===== config.mk =====
export PLATFORM = sky130hd
export DESIGN_NAME = vm_txn_sequencer
export DESIGN_NICKNAME = d
export VERILOG_FILES = /design/src/rtl/vm_pkg.sv /design/src/rtl/vm_idle_timer.sv /design/src/rtl/vm_txn_sequencer.sv
export SDC_FILE = /design/constraint.sdc
export NUM_CORES = 1
export LEC_CHECK = 0
export CORE_MARGIN = 3
export CORE_UTILIZATION = 35
export DETAILED_ROUTE_END_ITERATION = 8
export SLEW_MARGIN = 0
export SYNTH_ARGS = -nofsm -noshare
export SYNTH_HDL_FRONTEND = slang
export SYNTH_SLANG_ARGS = --single-unit

===== constraint.sdc =====
create_clock -name clk -period 8.6 [get_ports clk]
set_input_delay 1.29 -clock clk [delete_from_list [all_inputs] [get_ports clk]]
set_output_delay 1.29 -clock clk [all_outputs]
set_load 0.005 [all_outputs]

===== src/rtl/vm_pkg.sv =====
// Shared definitions for the vending-machine transaction sequencer:
// coin codes and values, product and state encodings, price lookup.
package vm_pkg;

  typedef enum logic [1:0] {
    COIN_NONE = 2'b00,
    COIN_5    = 2'b01,
    COIN_10   = 2'b10,
    COIN_BAD  = 2'b11
  } coin_e;

  localparam int unsigned COIN_5_VAL  = 5;
  localparam int unsigned COIN_10_VAL = 10;
  // The hopper ejects one $5 coin per handshake.
  localparam int unsigned PAYOUT_UNIT = 5;

  typedef enum logic {
    CHOCO = 1'b0,
    DRINK = 1'b1
  } product_e;

  typedef enum logic [1:0] {
    IDLE,
    CREDIT,
    VEND,
    PAYOUT
  } state_e;

  // Dollar value of a coin code; none/invalid codes are worth nothing.
  function automatic int unsigned coin_value(coin_e c);
    case (c)
      COIN_5:  return COIN_5_VAL;
      COIN_10: return COIN_10_VAL;
      default: return 0;
    endcase
  endfunction

  // Price of a product, given the configured chocolate and drink prices.
  function automatic int unsigned price(product_e p, int unsigned choco, int unsigned drink);
    return (p == DRINK) ? drink : choco;
  endfunction

endpackage


===== src/rtl/vm_idle_timer.sv =====
// Inactivity timer for the CREDIT state.
// Loadable down-counter: i_clear reloads LOAD_VAL, i_en counts down toward 0.
// o_expire is high for a cycle in which the counter sits at 0 while enabled
// and not being cleared.
// Ports:
//   clk       in  clock
//   reset_n   in  asynchronous reset, active-low
//   i_clear   in  reload the counter (activity seen or timer not in use)
//   i_en      in  count enable
//   o_expire  out timeout reached
module vm_idle_timer #(
  parameter int unsigned LOAD_VAL = 999
) (
  input  logic clk,
  input  logic reset_n,
  input  logic i_clear,
  input  logic i_en,
  output logic o_expire
);

  localparam int unsigned CNT_W = (LOAD_VAL > 0) ? $clog2(LOAD_VAL + 1) : 1;

  logic [CNT_W-1:0] r_cnt;

  always_ff @(posedge clk or negedge reset_n) begin
    if (!reset_n) begin
      r_cnt <= CNT_W'(LOAD_VAL);
    end else if (i_clear) begin
      r_cnt <= CNT_W'(LOAD_VAL);
    end else if (i_en && (r_cnt != '0)) begin
      r_cnt <= r_cnt - 1'b1;
    end
  end

  assign o_expire = i_en && !i_clear && (r_cnt == '0);

endmodule


===== src/rtl/vm_txn_sequencer.sv =====
// Vending-machine transaction sequencer: accumulates coin credit, checks a
// selection against its price, requests a dispense (vend_req/vend_ack), then
// pays back leftover credit one $5 coin at a time (pay_req/pay_ack).
// Ports:
//   clk, reset_n         clock, asynchronous active-low reset
//   coin[1:0]            00 none, 01 $5, 10 $10, 11 invalid
//   select_valid         selection pulse; select_products 0 choco / 1 drink
//   cancel               abort and refund pulse
//   vend_req, vend_prod  dispense request and product, vend_ack completes it
//   pay_req, pay_ack     eject-one-coin request and its completion
//   coin_reject          pulse: coin returned unaccepted
//   short_credit         pulse: selection ignored for insufficient credit
//   credit               current credit in $
//   busy                 high while in VEND or PAYOUT
// All outputs are registered; pulses appear the cycle after their cause.
module vm_txn_sequencer
  import vm_pkg::*;
#(
  parameter int unsigned PRICE_CHOCO = 15,
  parameter int unsigned PRICE_DRINK = 10,
  parameter int unsigned MAX_CREDIT  = 30,
  parameter int unsigned CREDIT_W    = 6,
  parameter int unsigned TIMEOUT_CYC = 1000
) (
  input  logic                clk,
  input  logic                reset_n,
  input  logic [1:0]          coin,
  input  logic                select_valid,
  input  logic                select_products,
  input  logic                cancel,
  output logic                vend_req,
  output logic                vend_prod,
  input  logic                vend_ack,
  output logic                pay_req,
  input  logic                pay_ack,
  output logic                coin_reject,
  output logic                short_credit,
  output logic [CREDIT_W-1:0] credit,
  output logic                busy
);

  // One extra bit so credit + coin never wraps before the ceiling check.
  localparam int unsigned SUM_W = CREDIT_W + 1;

  if ((PRICE_CHOCO % 5) != 0) begin : g_chk_choco
    $error("PRICE_CHOCO must be a multiple of 5");
  end
  if ((PRICE_DRINK % 5) != 0) begin : g_chk_drink
    $error("PRICE_DRINK must be a multiple of 5");
  end
  if (((2 ** CREDIT_W) - 1) < MAX_CREDIT) begin : g_chk_width
    $error("CREDIT_W too narrow for MAX_CREDIT");
  end
  if (TIMEOUT_CYC < 1) begin : g_chk_timeout
    $error("TIMEOUT_CYC must be at least 1");
  end

  state_e              r_state;
  state_e              w_state_nxt;
  logic [CREDIT_W-1:0] r_credit;
  logic [CREDIT_W-1:0] w_credit_nxt;
  logic                r_vend_req;
  logic                w_vend_req_nxt;
  logic                r_vend_prod;
  logic                w_vend_prod_nxt;
  logic                r_pay_req;
  logic                w_pay_req_nxt;
  logic                r_coin_reject;
  logic                w_coin_reject_nxt;
  logic                r_short_credit;
  logic                w_short_credit_nxt;
  logic                r_busy;

  logic [SUM_W-1:0]    w_coin_val;
  logic [SUM_W-1:0]    w_coin_sum;
  logic [SUM_W-1:0]    w_credit_acc;
  logic [SUM_W-1:0]    w_price;
  logic [SUM_W-1:0]    w_after_sale;
  logic                w_coin_present;
  logic                w_coin_valid;
  logic                w_coin_ok;
  logic                w_afford;
  logic                w_timer_clear;
  logic                w_timer_en;
  logic                w_timeout;

  assign w_coin_present = (coin != COIN_NONE);
  assign w_coin_valid   = (coin == COIN_5) || (coin == COIN_10);
  assign w_coin_val     = SUM_W'(coin_value(coin_e'(coin)));
  assign w_coin_sum     = {1'b0, r_credit} + w_coin_val;
  assign w_coin_ok      = w_coin_valid && (w_coin_sum <= SUM_W'(MAX_CREDIT));
  // Credit after this cycle's coin, if the coin is accepted.
  assign w_credit_acc   = w_coin_ok ? w_coin_sum : {1'b0, r_credit};

  assign w_price        = SUM_W'(price(product_e'(select_products), PRICE_CHOCO, PRICE_DRINK));
  // Affordability uses the pre-coin credit; a same-cycle coin is added after.
  assign w_afford       = ({1'b0, r_credit} >= w_price);
  assign w_after_sale   = w_credit_acc - w_price;

  assign w_timer_en     = (r_state == CREDIT);
  assign w_timer_clear  = (r_state != CREDIT) || w_coin_present || select_valid;

  vm_idle_timer #(
    .LOAD_VAL(TIMEOUT_CYC - 1)
  ) u_idle_timer (
    .clk     (clk),
    .reset_n (reset_n),
    .i_clear (w_timer_clear),
    .i_en    (w_timer_en),
    .o_expire(w_timeout)
  );

  always_ff @(posedge clk or negedge reset_n) begin
    if (!reset_n) begin
      r_state        <= IDLE;
      r_credit       <= '0;
      r_vend_req     <= 1'b0;
      r_vend_prod    <= 1'b0;
      r_pay_req      <= 1'b0;
      r_coin_reject  <= 1'b0;
      r_short_credit <= 1'b0;
      r_busy         <= 1'b0;
    end else begin
      r_state        <= w_state_nxt;
      r_credit       <= w_credit_nxt;
      r_vend_req     <= w_vend_req_nxt;
      r_vend_prod    <= w_vend_prod_nxt;
      r_pay_req      <= w_pay_req_nxt;
      r_coin_reject  <= w_coin_reject_nxt;
      r_short_credit <= w_short_credit_nxt;
      r_busy         <= (w_state_nxt == VEND) || (w_state_nxt == PAYOUT);
    end
  end

  always_comb begin
    w_state_nxt        = r_state;
    w_credit_nxt       = r_credit;
    w_vend_req_nxt     = r_vend_req;
    w_vend_prod_nxt    = r_vend_prod;
    w_pay_req_nxt      = 1'b0;
    w_coin_reject_nxt  = 1'b0;
    w_short_credit_nxt = 1'b0;

    case (r_state)
      IDLE: begin
        if (w_coin_ok) begin
          w_credit_nxt = w_coin_sum[CREDIT_W-1:0];
          w_state_nxt  = CREDIT;
        end else if (w_coin_present) begin
          w_coin_reject_nxt = 1'b1;
        end
        if (select_valid) begin
          w_short_credit_nxt = 1'b1;
        end
      end

      CREDIT: begin
        // The coin is settled independently of cancel/select/timeout.
        if (w_coin_present && !w_coin_ok) begin
          w_coin_reject_nxt = 1'b1;
        end
        w_credit_nxt = w_credit_acc[CREDIT_W-1:0];
        if (cancel || (!select_valid && w_timeout)) begin
          if (w_credit_acc != '0) begin
            w_state_nxt   = PAYOUT;
            w_pay_req_nxt = 1'b1;
          end else begin
            w_state_nxt = IDLE;
          end
        end else if (select_valid) begin
          if (w_afford) begin
            w_credit_nxt    = w_after_sale[CREDIT_W-1:0];
            w_vend_req_nxt  = 1'b1;
            w_vend_prod_nxt = select_products;
            w_state_nxt     = VEND;
          end else begin
            w_short_credit_nxt = 1'b1;
          end
        end
      end

      VEND: begin
        w_coin_reject_nxt = w_coin_present;
        if (vend_ack) begin
          w_vend_req_nxt = 1'b0;
          if (r_credit != '0) begin
            w_state_nxt   = PAYOUT;
            w_pay_req_nxt = 1'b1;
          end else begin
            w_state_nxt = IDLE;
          end
        end
      end

      PAYOUT: begin
        w_coin_reject_nxt = w_coin_present;
        w_pay_req_nxt     = (r_credit != '0);
        if (r_pay_req && pay_ack) begin
          w_credit_nxt = r_credit - CREDIT_W'(PAYOUT_UNIT);
        end
        // pay_req drops in the same update that brings credit to zero.
        if (w_credit_nxt == '0) begin
          w_pay_req_nxt = 1'b0;
          w_state_nxt   = IDLE;
        end
      end

      default: begin
        w_state_nxt = IDLE;
      end
    endcase
  end

  assign vend_req     = r_vend_req;
  assign vend_prod    = r_vend_prod;
  assign pay_req      = r_pay_req;
  assign coin_reject  = r_coin_reject;
  assign short_credit = r_short_credit;
  assign credit       = r_credit;
  assign busy         = r_busy;

endmodule

Yosys cells after proc, flatten, opt, wreduce, memory -nomap -nowiden
Index checks and enable logic that the tools add are counted.
{"block": "totals", "out_inout_bits": 12, "input_bits": 9, "reg_bits": 24, "wordCells": 99}
{"block": "classes", "eq_ne": 13, "muxes": 41, "add_sub_neg": 4, "n_bitwise": 1, "n_lt_le_gt_ge": 2, "n_reduce_logical": 29}
{"op": "$mux W6", "count": 6}
{"op": "$mux W10", "count": 2}
{"op": "$pmux W6 S3", "count": 1}
{"op": "$mux W1", "count": 16}
{"op": "$mux W2", "count": 8}
{"op": "$eq A2 B2 Y1 const B", "count": 5}
{"op": "$logic_not A10 Y1", "count": 1}
{"op": "$ne A2 B2 Y1 const B", "count": 5}
{"op": "$reduce_bool A10 Y1", "count": 1}
{"op": "$sub A10 B1 Y10 const B", "count": 1}
{"op": "$pmux W2 S4", "count": 1}
{"op": "$pmux W4 S2", "count": 1}
{"op": "$add A6 B7 Y7", "count": 1}
{"op": "$le A7 B5 Y1 const B", "count": 1}
{"op": "$logic_and A1 B1 Y1", "count": 7}
{"op": "$mux W7", "count": 1}
{"op": "$reduce_bool A7 Y1", "count": 1}
{"op": "$ge A6 B4 Y1", "count": 1}
{"op": "$logic_not A6 Y1", "count": 1}
{"op": "$pmux W1 S3", "count": 2}
{"op": "$reduce_bool A2 Y1", "count": 3}
{"op": "$reduce_bool A6 Y1", "count": 1}
{"op": "$sub A6 B3 Y6 const B", "count": 1}
{"op": "$sub A6 B4 Y6", "count": 1}
{"op": "other kinds (13)", "count": 21}

Longest topological paths before layout
{"block": "logic_depth", "word_depth": 12, "ltp_mapped": 20, "ltp_nobuf": 19}

Modules after synthesis
Synthesis repeated with hierarchy kept, for this count alone.
{"block": "hier_totals", "hier_cells": 265, "hier_area_um2": 2210.9}
{"mod": "vm_txn_sequencer", "cells_per_inst": 197, "n_inst": 1, "area_each_um2": 1577.8, "seq_area_each_um2": 325.3}
{"mod": "vm_idle_timer", "cells_per_inst": 68, "n_inst": 1, "area_each_um2": 633.1, "seq_area_each_um2": 260.2}

Least setup slack after synthesis
OpenSTA, ideal clock, no wires.
{"block": "synth_path", "path_kind": "input-to-reg", "start": "input coin[0]", "end": "register r_credit[4] (netlist: credit[4])", "slack_ns": 3.894, "required_ns": 8.479, "setup_time_ns": 0.121, "path_stages": 20, "t_arrival_ns": 4.584, "path_cell_list": "inv_1 ha_1 xor2_1 ha_1 a21oi_2 a21oi_1 a21o_1 a311oi_2 a32oi_4 buf_6 nand2_4 xnor2_2 ha_1 inv_1 ha_1 a211o_1 o311a_1 xnor2_1 o21a_1 o22a_1"}
{"block": "synth_via", "elab_chain_cells": 11, "elab_cells_between_ends": 24, "classes_between": "add/sub: 2; order compare: 1; eq/ne: 3; mux: 7; reduce/logical: 11"}
{"element": "from (decl)", "line_no": "vm_txn_sequencer.sv:27", "rtl": "input logic [1:0] coin,"}
{"element": "$eq A2 B2 Y1 / $eq A2 B1 Y1 (equally long branches)", "line_no": "vm_pkg.sv:31, vm_txn_sequencer.sv:88"}
{"element": "$pmux W4 S2", "line_no": "vm_pkg.sv:31", "rtl": "case (c)"}
{"element": "$add A6 B7 Y7", "line_no": "vm_txn_sequencer.sv:90", "rtl": "assign w_coin_sum = {1'b0, r_credit} + w_coin_val;"}
{"element": "$le A7 B5 Y1", "line_no": "vm_txn_sequencer.sv:91", "rtl": "assign w_coin_ok = w_coin_valid && (w_coin_sum <= SUM_W'(MAX_CREDIT));"}
{"element": "$logic_and A1 B1 Y1", "line_no": "vm_txn_sequencer.sv:91"}
{"element": "$mux W7", "line_no": "vm_txn_sequencer.sv:93", "rtl": "assign w_credit_acc = w_coin_ok ? w_coin_sum : {1'b0, r_credit};"}
{"element": "$sub A6 B4 Y6", "line_no": "vm_txn_sequencer.sv:98", "rtl": "assign w_after_sale = w_credit_acc - w_price;"}
{"element": "$mux W6", "line_no": "vm_txn_sequencer.sv:171", "rtl": "if (w_afford) begin"}
{"element": "$mux W6", "line_no": "vm_txn_sequencer.sv:170", "rtl": "end else if (select_valid) begin"}
{"element": "$mux W6", "line_no": "vm_txn_sequencer.sv:163", "rtl": "if (cancel || (!select_valid && w_timeout)) begin"}
{"element": "$pmux W6 S3", "line_no": "vm_txn_sequencer.sv:144", "rtl": "case (r_state)"}
{"element": "to (signal assigned)", "line_no": "vm_txn_sequencer.sv:125", "rtl": "r_credit <= w_credit_nxt;"}
{"element": "to (decl)", "line_no": "vm_txn_sequencer.sv:60", "rtl": "logic [CREDIT_W-1:0] r_credit;"}
Parallel ways exist; a longest one is shown, timed or not. The select of a mux whose other input is x is not followed.
A chain may end at the register's enable or synchronous reset.

Worst setup path in the final report
Ends and elaborated chain as after synthesis.

==> impl_metrics.ini <==
[status]
outcome = finished, final reports clean

[clock_tree]
cts_buffer_depth = 2
postCtsHoldBufs = 0
cts_buffers = 3
clockRootBuffer = clkbuf_8
clk_pin_slew_ps = 100
htree_levels = 1
cts_tree = done
postCtsSetupRepairBufs = 0
ctsResizeCount = 0
clkLatencyLatePin_ps = 270
cts_sinks = 24

[synth]
synth_top_area_cell = dfrtp_1
netlist_instances = 272
synthMuxAreaShare = 0.02323
synth_area_leaders = dfrtp_1 (18%), dfstp_2 (9.3%), ha_1 (7.7%)
synthesis.nets = 295
synthDistinctLibCells = 63
synthXorXnorAreaFrac = 0.09071
yosysWarnings = 0
syn_area_per_cell_sq_um = 8.317
synth-edff-count = 0
synth_flop_cell = dfrtp_1
synth-seq-cells = 24
synthAdderAreaFrac = 0.07743
netlist.area_leader.share = 0.1770
synth_top_family_by_area = simple AND/OR/NAND/NOR gates
synth-compound-area-share = 0.2362
syn-cell-area_sq_um = 2262
async_flop_share = 1.000
synth_seq_area_share = 0.2699
synthSimpleGateAreaFrac = 0.2439

[routing]
first_pass_iters = 4
wl_mm = 5.473
num_vias = 1993
first_iter_violations = 119
wl_per_cell_um = 15.25
vias_per_cell = 5.552
ant_nets = 0
drc = 0

[setup_path]
cpMostUsedCell = ha_1
critical-path-max-stage-delay_ps = 510
critPathCaptureType = flop
required_ps = 8770
critical_path.startpoint_type = primary input
critical_path_class = in -> reg
crit_slowest_cell = clkdlybuf4s50_1
r2r_start = credit[1]$_DFFE_PN0P_
crit_chain = clkdlybuf4s50_1 > inv_1 > ha_1 > xor2_1 > ha_1 > a21oi_2 > a21oi_1 > a21oi_1 > nand4_1 > a32oi_4 > nand2_4 > xnor2_2 > ha_1 > inv_1 > ha_1 > a211o_1 > o311a_1 > xnor2_1 > o21a_1 > o22a_1
crit_start = coin[0]
cp_data_arrival_time_ps = 5550
crit_buf_inv = 3
crit_fanout = 13
cp_top_family = compound AO/OA/AOI/OAI gates

[placement]
dp_hpwl_mm = 4.086
place_congestion = 0.8736
port-buffer-count = 20
place_inst = 355
placed_area_sq_um = 2495
post-place-ws_ps = 2951

[layout]
final-seq-area_sq_um = 610.6
fin_cells = 359
multi_input_comb_area_sq_um = 1519
diodes = 0
final_cell_area_sq_um = 2566
fillers = 616
final_core_util = 0.4210
drive_gt1_frac = 0.1092
syn_to_final_growth_pct = 13.44
nets = 308

[timing]
relSlewSlack = 0.5432
slew_violations = 0
hold_ws_ps = 501.5
tns_ps = 0
fin_crit_sh = 0.6250
fin_crit_ps = 5375
rsz0062_at_grt = false
fin_skew_ps = 7.770
setup_viol = 0
setup_ws_ps = 3225
final_hold_viol_count = 0
max_freq_mhz = 186.0
worst_slew_pin_slew_ps = 685.2

[min_path]
holdCritStartpoint = vend_prod$_DFFE_PN0P_
hold_path.class = reg -> reg

[global_routing]
grt_max_degree = 25
grt_pass1_wl_mm = 9.425
antenna_found_initial = 0
grt_overflow = 0
gr-usage-all-layers = 0.1548
grt_pass1_vias = 1914

[floorplanning]
start_util = 0.3711
die-area_sq_um = 7464
die_w_um = 86.40
die_y_um = 86.40
core.rowCount = 28
pin_count = 21
core_area_sq_um = 6096

[power_and_ir_drop]
leakagePower_nw = 1.055
vdd_drop_max_v = 0.0001238
power_density_nw_per_um2 = 321.7
power_mw = 0.8255

[job]
cap_viol_max_count = 0
## layout by cell type (no fill, tap or decap), drive strengths merged, types with 4 or more instances in the layout
cell type,count
nand3,11
and2,7
nor2,18
dfrtp,16
nand2,29
dfstp,8
xnor2,11
nor3,4
inv,15
xor2,9
ha,14
nor2b,5
nor4,4
o21ai,21
clkdlybuf4s50,20
nand2b,9
and3,5
a21oi,19
## cell families (layout without fill, tap and decap cells)
kind of cell,after synthesis,in the layout
and+or+nand+nor,105,105
AOI/OAI and AO/OA,75,75
buffers and inverters,29,41
DFF,24,24
xor gates and xnor gates,20,20
adders and majority gates,14,14
muxes,5,5
## Yosys cell counts (5+ instances only)
| cell type | n |
|---|---|
| nand2_1 | 28 |
| nor2_1 | 18 |
| a21oi_1 | 17 |
| dfrtp_1 | 16 |
| ha_1 | 14 |
| inv_1 | 14 |
| o21ai_0 | 12 |
| nand2b_1 | 9 |
| nand3_1 | 9 |
| xnor2_1 | 9 |
| dfstp_2 | 8 |
| o21ai_1 | 8 |
| and2_1 | 7 |
| xor2_1 | 7 |
| and3_1 | 5 |
| nor2b_1 | 5 |
## where the power goes
| part | internal [mW] | total [mW] | switching (mW) |
|---|---|---|---|
| registers | 0.144 | 0.235 | 0.0909 |
| logic | 0.234 | 0.489 | 0.255 |
| clock network | 0.0623 | 0.102 | 0.0394 |
## path summary, 6_finish.rpt
path	to	slack, ps	cells past startpoint
min	vend_prod$_DFFE_PN0P_	500	2
max in group asynchronous	u_idle_timer.r_cnt[7]$_DFFE_PN1P_	6920	2
min in group asynchronous	r_state[0]$_DFF_PN0_	1380	2
max reg2reg	credit[4]$_DFFE_PN0P_	4580	17
max	credit[4]$_DFFE_PN0P_	3220	20
min reg2reg	vend_prod$_DFFE_PN0P_	500	2
## worst reg2reg max path, cell delays in order, from the launching register on
cell and delay (ps):
dfrtp_1 610, xor2_1 170, ha_1 240, a21oi_2 190, a21oi_1 110, a21oi_1 260, nand4_1 230, a32oi_4 490
nand2_4 100, xnor2_2 150, ha_1 180, inv_1 50, ha_1 200, a211o_1 310, o311a_1 120, xnor2_1 150
o21a_1 200, o22a_1 190
## routing by layer
metal | track usage | wire length [um] | up-vias
li1 | - | - | 997
met1 | 0.2240 | 2723 | 942
met2 | 0.2441 | 2467 | 45
met3 | 0.02567 | 195 | 9
met4 | 0.02975 | 87 | 0
met5 | 0 | 0 | -
## layout make-up
type | instances | area share
flip-flops and latches | 24 | 0.2379
repair buffers | 22 | 0.08386
clock buffers | 3 | 0.01609
inverters | 15 | 0.02194
well taps | 75 | 0.03657
clock inverters | 1 | 0.01170
multi-input cells | 219 | 0.5919
## sequential cells by signal (all words and copies together), names as in the netlist
name                cells
u_idle_timer.r_cnt     10
credit                  6
r_state                 2
busy                    1
coin_reject             1
pay_req                 1
short_credit            1
vend_prod               1
vend_req                1
No activity file was read; power rests on OpenSTA's default activity.
